--- src/rtl/clock_divider_pkg.sv ---
// clock_divider_pkg: shared state encoding, default sizes and ratio sanitising helper
package clock_divider_pkg;
    localparam int DIV_W       = 8;
    localparam int DEF_DIV     = 10;
    localparam int DEF_STABLE  = 16;
    typedef enum logic [1:0] {
        HOLD      = 2'd0,
        STABILIZE = 2'd1,
        RUN       = 2'd2,
        STOPPING  = 2'd3
    } state_t;
    // A half-period of zero clocks is meaningless; treat it as the fastest ratio.
    function automatic logic [DIV_W-1:0] sanitize_div(input logic [DIV_W-1:0] d);
        return (d == '0) ? DIV_W'(1) : d;
    endfunction
endpackage

--- src/rtl/half_period_counter.sv ---
// half_period_counter: reloadable half-period counter flagging the last count of each phase
//   clock    in  oscillator clock
//   reset    in  async active-high reset
//   run      in  0 holds the count at zero
//   load_val in  half-period length in clocks (>= 1)
//   count_en in  advance the count this cycle
//   terminal out count is at load_val-1 and advancing (wraps to 0 next)
module half_period_counter #(
    parameter int WIDTH = 8
) (
    input  logic             clock,
    input  logic             reset,
    input  logic             run,
    input  logic [WIDTH-1:0] load_val,
    input  logic             count_en,
    output logic             terminal
);
    logic [WIDTH-1:0] count_q, count_d;
    assign terminal = run && count_en && (count_q == load_val - WIDTH'(1));
    assign count_d  = !run ? '0 : !count_en ? count_q : terminal ? '0 : count_q + WIDTH'(1);
    always_ff @(posedge clock or posedge reset)
        if (reset) count_q <= '0;
        else       count_q <= count_d;
endmodule

--- src/rtl/clock_divider_sequencer.sv ---
// clock_divider_sequencer: stabilise after enable, then emit a programmable divided clock
//   clock     in  oscillator clock
//   reset     in  async active-high reset
//   enable    in  start (1) / stop (0) request
//   div_ratio in  new half-period ratio (0 treated as 1)
//   div_load  in  strobe capturing div_ratio as the pending ratio
//   clk_out   out registered divided clock, 50% duty
//   tick      out one-cycle pulse while clk_out has just risen
//   ready     out high while in RUN
//   state     out current FSM state
import clock_divider_pkg::*;
module clock_divider_sequencer #(
    parameter int STABLE_CYCLES = DEF_STABLE,
    parameter int DIV_WIDTH     = DIV_W,
    parameter int DEFAULT_DIV   = DEF_DIV
) (
    input  logic                 clock,
    input  logic                 reset,
    input  logic                 enable,
    input  logic [DIV_WIDTH-1:0] div_ratio,
    input  logic                 div_load,
    output logic                 clk_out,
    output logic                 tick,
    output logic                 ready,
    output logic [1:0]           state
);
    localparam int SW = $clog2(STABLE_CYCLES + 1);
    state_t               state_q, state_d;
    logic [SW-1:0]        stab_q, stab_d;
    logic                 clk_out_q, clk_out_d;
    logic                 tick_q, tick_d;
    logic [DIV_WIDTH-1:0] active_q, active_d, pending_q, pending_d;
    logic                 pending_valid_q, pending_valid_d;
    logic [DIV_WIDTH-1:0] new_div;
    logic                 counting, terminal, fall, rise;

    assign counting = (state_q == RUN) || (state_q == STOPPING);
    assign new_div  = sanitize_div(div_ratio);
    // A fall closes a full period, so it is the only safe point to swap ratios.
    assign fall     = terminal && clk_out_q;
    // Rising is suppressed while stopping or when RUN is being abandoned this cycle.
    assign rise     = terminal && !clk_out_q && (state_q == RUN) && enable;
    assign clk_out  = clk_out_q;
    assign tick     = tick_q;
    assign ready    = (state_q == RUN);
    assign state    = state_q;

    half_period_counter #(.WIDTH(DIV_WIDTH)) u_half_cnt (
        .clock    (clock),
        .reset    (reset),
        .run      (counting),
        .load_val (active_q),
        .count_en (counting),
        .terminal (terminal)
    );

    always_comb begin
        state_d         = state_q;
        stab_d          = stab_q;
        clk_out_d       = (clk_out_q && !fall) || rise;
        tick_d          = rise;
        active_d        = active_q;
        pending_d       = div_load ? new_div : pending_q;
        pending_valid_d = pending_valid_q || div_load;
        case (state_q)
            HOLD: begin
                stab_d = '0;
                if (enable) state_d = STABILIZE;
            end
            STABILIZE: begin
                if (!enable) begin
                    state_d = HOLD;
                    stab_d  = '0;
                end else if (stab_q == SW'(STABLE_CYCLES - 1)) begin
                    state_d = RUN;
                    stab_d  = '0;
                end else begin
                    stab_d = stab_q + SW'(1);
                end
            end
            RUN:      if (!enable) state_d = (clk_out_q && !terminal) ? STOPPING : HOLD;
            STOPPING: if (terminal) state_d = HOLD;
            default:  state_d = HOLD;
        endcase
        // A load coinciding with the boundary bypasses the pending register.
        if (fall) begin
            active_d        = div_load ? new_div : pending_valid_q ? pending_q : active_q;
            pending_valid_d = 1'b0;
        end
    end

    always_ff @(posedge clock or posedge reset)
        if (reset) begin
            state_q         <= HOLD;
            stab_q          <= '0;
            clk_out_q       <= 1'b0;
            tick_q          <= 1'b0;
            active_q        <= DIV_WIDTH'(DEFAULT_DIV);
            pending_q       <= DIV_WIDTH'(DEFAULT_DIV);
            pending_valid_q <= 1'b0;
        end else begin
            state_q         <= state_d;
            stab_q          <= stab_d;
            clk_out_q       <= clk_out_d;
            tick_q          <= tick_d;
            active_q        <= active_d;
            pending_q       <= pending_d;
            pending_valid_q <= pending_valid_d;
        end
endmodule

--- config.mk ---
export PLATFORM = sky130hd
export DESIGN_NAME = clock_divider_sequencer
export DESIGN_NICKNAME = d
export VERILOG_FILES = /design/src/rtl/clock_divider_pkg.sv /design/src/rtl/half_period_counter.sv /design/src/rtl/clock_divider_sequencer.sv
export SDC_FILE = /design/constraint.sdc
export NUM_CORES = 1
export LEC_CHECK = 0
export ABC_AREA = 1
export CAP_MARGIN = 20
export CORE_ASPECT_RATIO = 1.4
export CORE_MARGIN = 2
export CORE_UTILIZATION = 54
export DETAILED_ROUTE_END_ITERATION = 10
export MAX_ROUTING_LAYER = met4
export PLACE_DENSITY = 0.76
export SETUP_SLACK_MARGIN = 0.02
export SLEW_MARGIN = 20
export SYNTH_ARGS = -nofsm -noshare
export SYNTH_HDL_FRONTEND = slang
export SYNTH_SLANG_ARGS = --single-unit
export TNS_END_PERCENT = 20
--- constraint.sdc ---
create_clock -name clock -period 2.5 [get_ports clock]
set_input_delay 0.25 -clock clock [delete_from_list [all_inputs] [get_ports clock]]
set_output_delay 0.25 -clock clock [all_outputs]
set_load 0.005 [all_outputs]
# After elaboration in Yosys (flattened, before gate mapping)
# Cells that the tools add are included.
totals:
  regBits: 34
  latch_bits: 0
  mem_bits_rw: 0
  rom_bits: 0
  output_inout_bits: 5
  word_cells: 55
  n_memories: 0
op_classes:
  n_addsub: 3
  mul: 0
  div_mod_pow: 0
  magnitude_cmp: 0
  n_eq_ne: 9
  shifts: 0
  muxes: 16
  n_bitwise: 0
  reduce_logical: 19
op_table:
  columns: ["operator", "n"]
  rows:
  - ["$mux W8", 5]
  - ["$mux W2", 6]
  - ["$mux W5", 2]
  - ["$pmux W5 S2", 1]
  - ["$add A8 B1 Y8 const B", 1]
  - ["$eq A8 B8 Y1", 1]
  - ["$logic_not A8 Y1", 1]
  - ["$pmux W2 S4", 1]
  - ["$sub A8 B1 Y8 const B", 1]
  - ["$logic_and A1 B1 Y1", 7]
  - ["$ne A2 B2 Y1 const B", 3]
  - ["$add A5 B1 Y5 const B", 1]
  - ["$eq A5 B4 Y1 const B", 1]
  - ["$eq A2 B2 Y1 const B", 2]
  - ["$reduce_and A4 Y1", 1]
  - ["$reduce_bool A2 Y1", 2]
  - ["$logic_not A1 Y1", 3]
  - ["$logic_or A1 B1 Y1", 3]
  - ["$ne A3 B3 Y1 const B", 1]
  - ["$eq A2 B1 Y1 const B", 1]
  - ["$logic_not A2 Y1", 1]
  - ["$reduce_and A2 Y1", 1]
  - ["$mux W1", 1]

# Depth between registers and ports, before layout
# Gate-level depths: netlist (run 1).
logic_depth:
  depth_word: 8
  mapped_depth: 15

# Hierarchy
# A second synthesis (run 1) with hierarchy kept.
hier_totals:
  cells_unflattened: 268
  hier_area_um2: 1969.4
modules_own_cells:
  columns: ["module", "n_inst", "cells_per_inst", "area_each_um2", "seq_area_each_um2"]
  rows:
  - ["clock_divider_sequencer", 1, 125, 1158.6, 655.6]
  - ["half_period_counter", 1, 143, 810.8, 200.2]

# Worst setup path before layout (run 1)
# OpenSTA, ideal clock, no wires.
synth_path:
  path_type: "register to register"
  from: "register active_q[1]"
  to: "register clk_out_q, in the netlist clk_out"
  setup_ps: 124
  arrival_ps: 1756
  setup_slack_ps: 620
  path_stages_with_launch: 12
  path_buffers: 0
  synth_period_minus_slack_ps: 1880
  cell_sequence: "dfstp_2 inv_1 ha_1 xor2_1 nand2_1 nor2_2 nand3_1 nor2_2 nand2_4 inv_2 nor2_1 or2_1"
synth_between:
  elab_chain_len: 7
synth_rtl:
  columns: ["element", "line", "text"]
  rows:
  - ["start: declaration", "clock_divider_sequencer.sv:32", "logic [DIV_WIDTH-1:0] active_q, active_d, pending_q, pending_d;"]
  - ["start signal: assignment", "clock_divider_sequencer.sv:98", "active_q <= DIV_WIDTH'(DEFAULT_DIV);"]
  - ["start signal: assignment", "clock_divider_sequencer.sv:106", "active_q <= active_d;"]
  - ["$sub A8 B1 Y8 *", "half_period_counter.sv:19", "assign terminal = run && count_en && (count_q == load_val - WIDTH'(1));"]
  - ["$eq A8 B8 Y1 *", "half_period_counter.sv:19", null]
  - ["$logic_and A1 B1 Y1 *", "half_period_counter.sv:19", null]
  - ["$logic_and A1 B1 Y1 (on tied branches)", "clock_divider_sequencer.sv:40, clock_divider_sequencer.sv:42", null]
  - ["$logic_not A1 Y1 or $logic_and A1 B1 Y1 (tied branches)", "clock_divider_sequencer.sv:60, clock_divider_sequencer.sv:42", null]
  - ["$logic_and A1 B1 Y1 (on tied branches)", "clock_divider_sequencer.sv:60, clock_divider_sequencer.sv:42", null]
  - ["$logic_or A1 B1 Y1 *", "clock_divider_sequencer.sv:60", "clk_out_d = (clk_out_q && !fall) || rise;"]
  - ["named net clk_out_d", "clock_divider_sequencer.sv:30", "logic clk_out_q, clk_out_d;"]
  - ["end signal: assignment", "clock_divider_sequencer.sv:104", "clk_out_q <= clk_out_d;"]
  - ["end: declaration", "clock_divider_sequencer.sv:30", null]
# The timed path passes the listed nets; every way through them passes the cells marked *.
# A chain may end at the register's enable or synchronous reset.

# Final worst setup path (run 1)
layout_path:
  from: "register active_q[1]"
  to: "register active_q[2]"
layout_between:
  elab_chain_len: 5
layout_rtl:
  columns: ["element", "line", "text"]
  rows:
  - ["$sub A8 B1 Y8", "half_period_counter.sv:19", null]
  - ["$eq A8 B8 Y1", "half_period_counter.sv:19", null]
  - ["$logic_and A1 B1 Y1", "half_period_counter.sv:19", null]
  - ["$logic_and A1 B1 Y1", "clock_divider_sequencer.sv:40", "assign fall = terminal && clk_out_q;"]
  - ["$reduce_and A2 Y1 (no source line)", null, null]
# No other way between the ends.

==> results.md, run 1 <==
- Status: finished, final reports clean
- Final ANT Viol Nets: 0
- Post-synth top flop: dfrtp_1
- Clock Skews: 8.35 ps
- CTS Sinks: 34
- CP endpoint: active_q[2]
- CTS clk-pin slew, worst paths: 70 ps
- H-tree levels: 2
- Final hold vios: 0
- FMAX: 0.487 GHz
- Critical-path top delay cell: dfstp_2
- First drt pass iteration count: 4
- Crit path cell chain: inv_1 -> ha_1 -> inv_1 -> nand2_2 -> nand3b_1 -> nand2_1 -> nor2_2 -> nand3_1 -> nor2_2 -> nand2_4 -> nor3_4 -> nand2_1 -> nand2_1
- CTS resizes: 0
- Area contributors post-synth: dfrtp_1 42%, nand2_1 19%, dfstp_2 5.8%, inv_1 4.4%, nand3_1 3.9%
- Cell taking the most area after synthesis: dfrtp_1
- WP depth: 13
- Register-to-Register Path Depth: 13
- Core area: 0.00315 mm2
- Placed Cells: 287
- Number of max-cap violations: 0
- Layout Cells excl Fill: 295
- Asr flop ratio synth: 100%
- Required time of the critical path: 2730 ps
- Layout area overhead: 15.8%
- Clock tree buffer depth: 2
- PwrDens: 665 mW/mm2
- Most common cell on crit path: nand2_1
- R2r startpoint: active_q[1]
- Number of synthesized flops with an enable pin: 0
- Count of final setup violators: 0
- Top-area cell type share of the netlist area: 41.6%
- Kind of cell adding the most delay to the critical path: simple AND/OR/NAND/NOR gates
- CP max FO: 9
- Via/cell ratio: 4.95
- Fin nets: 270
- Pleak: 0.00104 uW
- Die area: 0.00383 mm2
- Number of synthesized register bits: 34
- GRT overflow: 0
- Design Power: 1390 uW
- CTS tree: yes
- Min-delay worst type: input port to asynchronous set/reset pin
- Bufs and invs on worst path: 2
- ANT cells: 0
- Critical path type: register to register
- Slew Limit Fails: 0
- Routed wire length: 3460 um
- Worst Tran Pin Value: 419 ps
- Total number of vias: 1461
- Startpoint Class: register
- CTS buffer count: 5
- Reg area: 856 um2
- Post-synthesis sequential area ratio: 47.4%
- Site row count: 24
- Fin Hold WS: 369 ps
- Worst setup path startpoint: active_q[1]
- RePlAce Congestion: 0.761
- # DRC: 0
- First-pass GRT wire length: 6110 um
- Worst vdd ir: 0.000497 V
- Multi-input gate area: 846 um2
- Post-Route Utilization: 66.3%
- R2R Setup Slk: 450 ps
- Initial antenna violation count: 0
- Buffers on Ports: 16
- Top-count cell post-synth: nand2_1
- Top-level port count: 17
- Final period util: 82.2%
- Hpwl dp: 2550 um
- Synth Warn #: 0
- Capturing point of the worst reg2reg path: active_q[2]
- Later-pin clock latency in the skew report: 290 ps
- # fillers: 297
- Post-Syn Area per Cell: 7.75 um2
- Fin Setup TNS: 0 ps
- Mapped Area: 0.00181 mm2
- Syn_nets: 248
- Hold-fix buffers at CTS: 0
- CP Capture Type: register
- Die H: 72.4 um
- GRT Overall Usage: 22.8%
- CP arrival: 2280 ps
- Number of global-route vias before repair: 1401
- Worst path max stage delay: 550 ps
- Largest net degree at the start of global routing: 35
- Mapped Cells: 233
- # Post-CTS Setup Buffers: 0
- Tmin final: 2050 ps
- Commonest cells post-synth: 92 x nand2_1, 30 x dfrtp_1, 21 x inv_1
- Avg WL per Cell: 11.7 um
- Library cells used by synthesis: 29
- Root Buffer: clkbuf_8
- Initial DRC Count: 39
- DIE WIDTH: 52.9 um
- Max-slew headroom: 72.0%
- Starting Density: 57.3%
- Layout cells sized above 1: 9.77%
- RSZ-0062 raised after global routing: no
==> worst reg2reg max path, cell delays in order (launching register included) <==
cell and delay (ps):
dfstp_2 550, inv_1 60, ha_1 240, inv_1 90, nand2_2 60, nand3b_1 80, nand2_1 60, nor2_2 70
nand3_1 80, nor2_2 160, nand2_4 120, nor3_4 270, nand2_1 100, nand2_1 70
==> through the flow <==
step / area [um2] / setup WS (ps)
2_1_floorplan: 1810 / 620
3_3_place_gp: 2010 / 507
3_5_place_dp: 2010 / 458
4_1_cts: 2090 / 436
5_1_grt: 2090 / 246
6_report: 2090 / 445
==> placed cells by master, fill, tap and decap left out, types with 3 or more instances in the layout <==
| cell | count |
|---|---|
| a21oi_1 | 4 |
| nand3b_1 | 6 |
| xor2_1 | 7 |
| nand2_1 | 92 |
| nor2_1 | 18 |
| dfstp_2 | 4 |
| clkbuf_1 | 3 |
| clkbuf_8 | 5 |
| inv_2 | 3 |
| o21ai_0 | 8 |
| clkdlybuf4s50_1 | 16 |
| inv_1 | 21 |
| nand3_1 | 14 |
| dfrtp_1 | 30 |
| nor2_2 | 5 |
| ha_1 | 3 |
==> metal layers <==
metal | vias up | track usage [%] | share of wire, %
li1 | 770 | - | -
met1 | 669 | 26.3 | 45
met2 | 16 | 37.4 | 51
met3 | 6 | 4.94 | 2.2
met4 | 0 | 10.3 | 2.3
met5 | - | - | 0
==> worst min-delay path by stage <==
stage	startpoint	to	slack [ps]	cells after the start
after floorplan	div_ratio[1]	pending_q[1]	360	2
after global placement	pending_q[6]	pending_q[6]	460	2
after detailed placement	pending_q[2]	pending_q[2]	470	2
after CTS	reset	u_half_cnt.count_q[2]	390	3
after global routing	reset	u_half_cnt.count_q[1]	450	3
final	reset	u_half_cnt.count_q[2]	370	3
==> cell type report <==
type | count | share of cell area, %
Clock buffer | 8 | 3.83
Inverter | 25 | 4.49
Multi-Input combinational cell | 172 | 40.4
Sequential cell | 34 | 40.9
Tap cell | 39 | 2.33
Timing Repair Buffer | 17 | 8.01
==> cells by family (layout without fill, tap and decap cells) <==
group,after synthesis,after routing,share of synthesized area (%)
compound gates,14,14,4.29
xor+xnor,9,9,4.36
fa+ha+maj,3,3,2.08
buf+inv,27,50,5.82
flops,34,34,47.4
simple gates,146,146,36.1
==> sequential cells by signal, indices dropped and copies added (netlist names) <==
signal / count
u_half_cnt.count_q: 8
pending_valid_q: 1
active_q: 8
pending_q: 8
clk_out: 1
tick: 1
stab_q: 5
state: 2
==> power by group <==
group          leakage [uW]  switching (uW)  internal, uW
clock             0.0000395             191           198
sequential         0.000437            64.4           606
combinational      0.000566             188           145
total               0.00104             443           948
Power figures use the tool's default switching activity.
==> run 2, diff against run 1 <==
==> constraint.sdc (replaced) <==
create_clock -name clock -period 2.1 [get_ports clock]
set_input_delay 0.21 -clock clock [delete_from_list [all_inputs] [get_ports clock]]
set_output_delay 0.21 -clock clock [all_outputs]
set_load 0.005 [all_outputs]
==> run 2 against run 1 <==
Total power grew 24%. Clock power rose by 25%. Die area unchanged. Sequential power up 19%. Critical path depth stayed put.
==> results.md, run 2 (synthesis gave the netlist of run 1 again) <==
- FMAX: 0.493 GHz
- Design Power: 1720 uW
- CP max FO: 5
- Final period util: 96.5%
- Count of final setup violators: 0
- Final ANT Viol Nets: 0
- CTS tree: yes
- DIE WIDTH: 52.9 um
- # DRC: 0
- Reg area: 856 um2
- Starting Density: 57.3%
- Layout area overhead: 21.4%
- Final hold vios: 0
- Hpwl dp: 2550 um
- Critical path type: register to register
- Worst vdd ir: 0.000771 V
- First drt pass iteration count: 4
- Fin Setup TNS: 0 ps
- Top-level port count: 17
- Buffers on Ports: 16
- Total number of vias: 1489
- Min-delay worst type: input port to asynchronous set/reset pin
- Commonest non-fill, non-tap cell in the layout: nand2_1
- Root Buffer: clkbuf_8
- Tmin final: 2030 ps
- Worst Tran Pin Value: 430 ps
- # fillers: 266
- Required time of the critical path: 2260 ps
- Avg WL per Cell: 12.3 um
- Startpoint Class: register
- H-tree levels: 2
- CP Capture Type: register
- Commonest non-fill, non-tap cells in the layout: 91 x nand2_1, 30 x dfrtp_1, 21 x inv_1
- R2R Setup Slk: 70 ps
- Fin nets: 276
- RSZ-0062 raised after global routing: yes
- CTS clk-pin slew, worst paths: 70 ps
- Via/cell ratio: 4.95
- Later-pin clock latency in the skew report: 290 ps
- Initial antenna violation count: 0
- Largest net degree at the start of global routing: 35
- GRT Overall Usage: 24.2%
- Routed wire length: 3690 um
- RePlAce Congestion: 0.756
- CTS buffer count: 5
- Multi-input gate area: 888 um2
- Pleak: 0.00108 uW
- Site row count: 24
- PwrDens: 784 mW/mm2
- Initial DRC Count: 14
- Dpl ws: 45.0 ps
- Number of global-route vias before repair: 1508
- Hold-fix buffers at CTS: 0
- Setup ws final: 73.4 ps
- Clock Skews: 8.26 ps
- Status: finished, final reports clean
- Clock tree buffer depth: 2
- Die area: 0.00383 mm2
- Number of max-cap violations: 0
- Slew Limit Fails: 0
- ANT cells: 0
- Core area: 0.00315 mm2
- CP arrival: 2190 ps
- Post-Route Utilization: 69.6%
- First-pass GRT wire length: 6530 um
- CTS Sinks: 34
- Max-slew headroom: 71.3%
- Die H: 72.4 um
- Largest regs: active_q: 8 flops, pending_q: 8 flops, u_half_cnt.count_q: 8 flops
- GRT overflow: 0
- Layout cells sized above 1: 14.5%
- Fin Hold WS: 307 ps
## run 2: where the power goes
part           internal [uW]  switching, uW  total, uW  leakage, uW
clock network            267            221        488    0.0000455
registers                721           74.2        795     0.000437
logic                    188            249        437     0.000600
total                   1180            544       1720      0.00108
## run 2: layout make-up
class	count	area share, %
Clock buffer	8	4.11
Inverter	25	4.28
Multi-Input combinational cell	172	40.5
Sequential cell	34	39.0
Tap cell	39	2.22
Timing Repair Buffer	23	9.87
## run 2: path summary, 6_finish.rpt
check / start / endpoint / cells past startpoint
worst max-delay path: active_q[1] / state[0] / 13
worst min-delay path: reset / u_half_cnt.count_q[2] / 3
worst max register to register: active_q[1] / state[0] / 13
worst min register to register: pending_q[2] / pending_q[2] / 2
max in group asynchronous: reset / pending_q[1] / 3
min in group clock: pending_q[2] / pending_q[2] / 2
## run 2: critical path, stage by stage, from the launching register on
cell,delay [ps]
dfstp_2,530
inv_1,50
ha_2,320
xor2_1,140
nand2_1,80
nor2_2,100
nand3_2,90
nor2_4,130
nand2_4,90
buf_4,150
nand3_2,60
nand2_1,50
nand2_1,50
nand2_1,60
## run 2: stage by stage
step	instance area, um2	instances
after CTS	2130	299
after detailed placement	2020	288
after global routing	2190	301
after global placement	2020	288
after floorplan	1810	233
final	2190	301
## run 2: timing repair
item,in CTS,in global routing
resized for setup,0,11
pin swaps,3,4
setup buffers,3,2
endpoints found under the setup margin,1,20
## run 2: metal layers
layer / wire, um / track usage [%] / up-vias
met2: 1950 / 40.0 / 13
met4: 74 / 10.3 / 0
li1: - / - / 786
met3: 83 / 5.56 / 8
met1: 1580 / 27.6 / 682
met5: 0 / - / -
==> run 3, diff against run 2 <==
--- a/config.mk
+++ b/config.mk
@@ -6,6 +6,7 @@
 export NUM_CORES = 1
 export LEC_CHECK = 0
 export ABC_AREA = 1
+export ABC_CLOCK_PERIOD_IN_PS = 2100
 export CAP_MARGIN = 20
 export CORE_ASPECT_RATIO = 1.4
 export CORE_MARGIN = 2
==> results of run 3 <==
Final layout, timing and power as in run 2 (identical DEF).
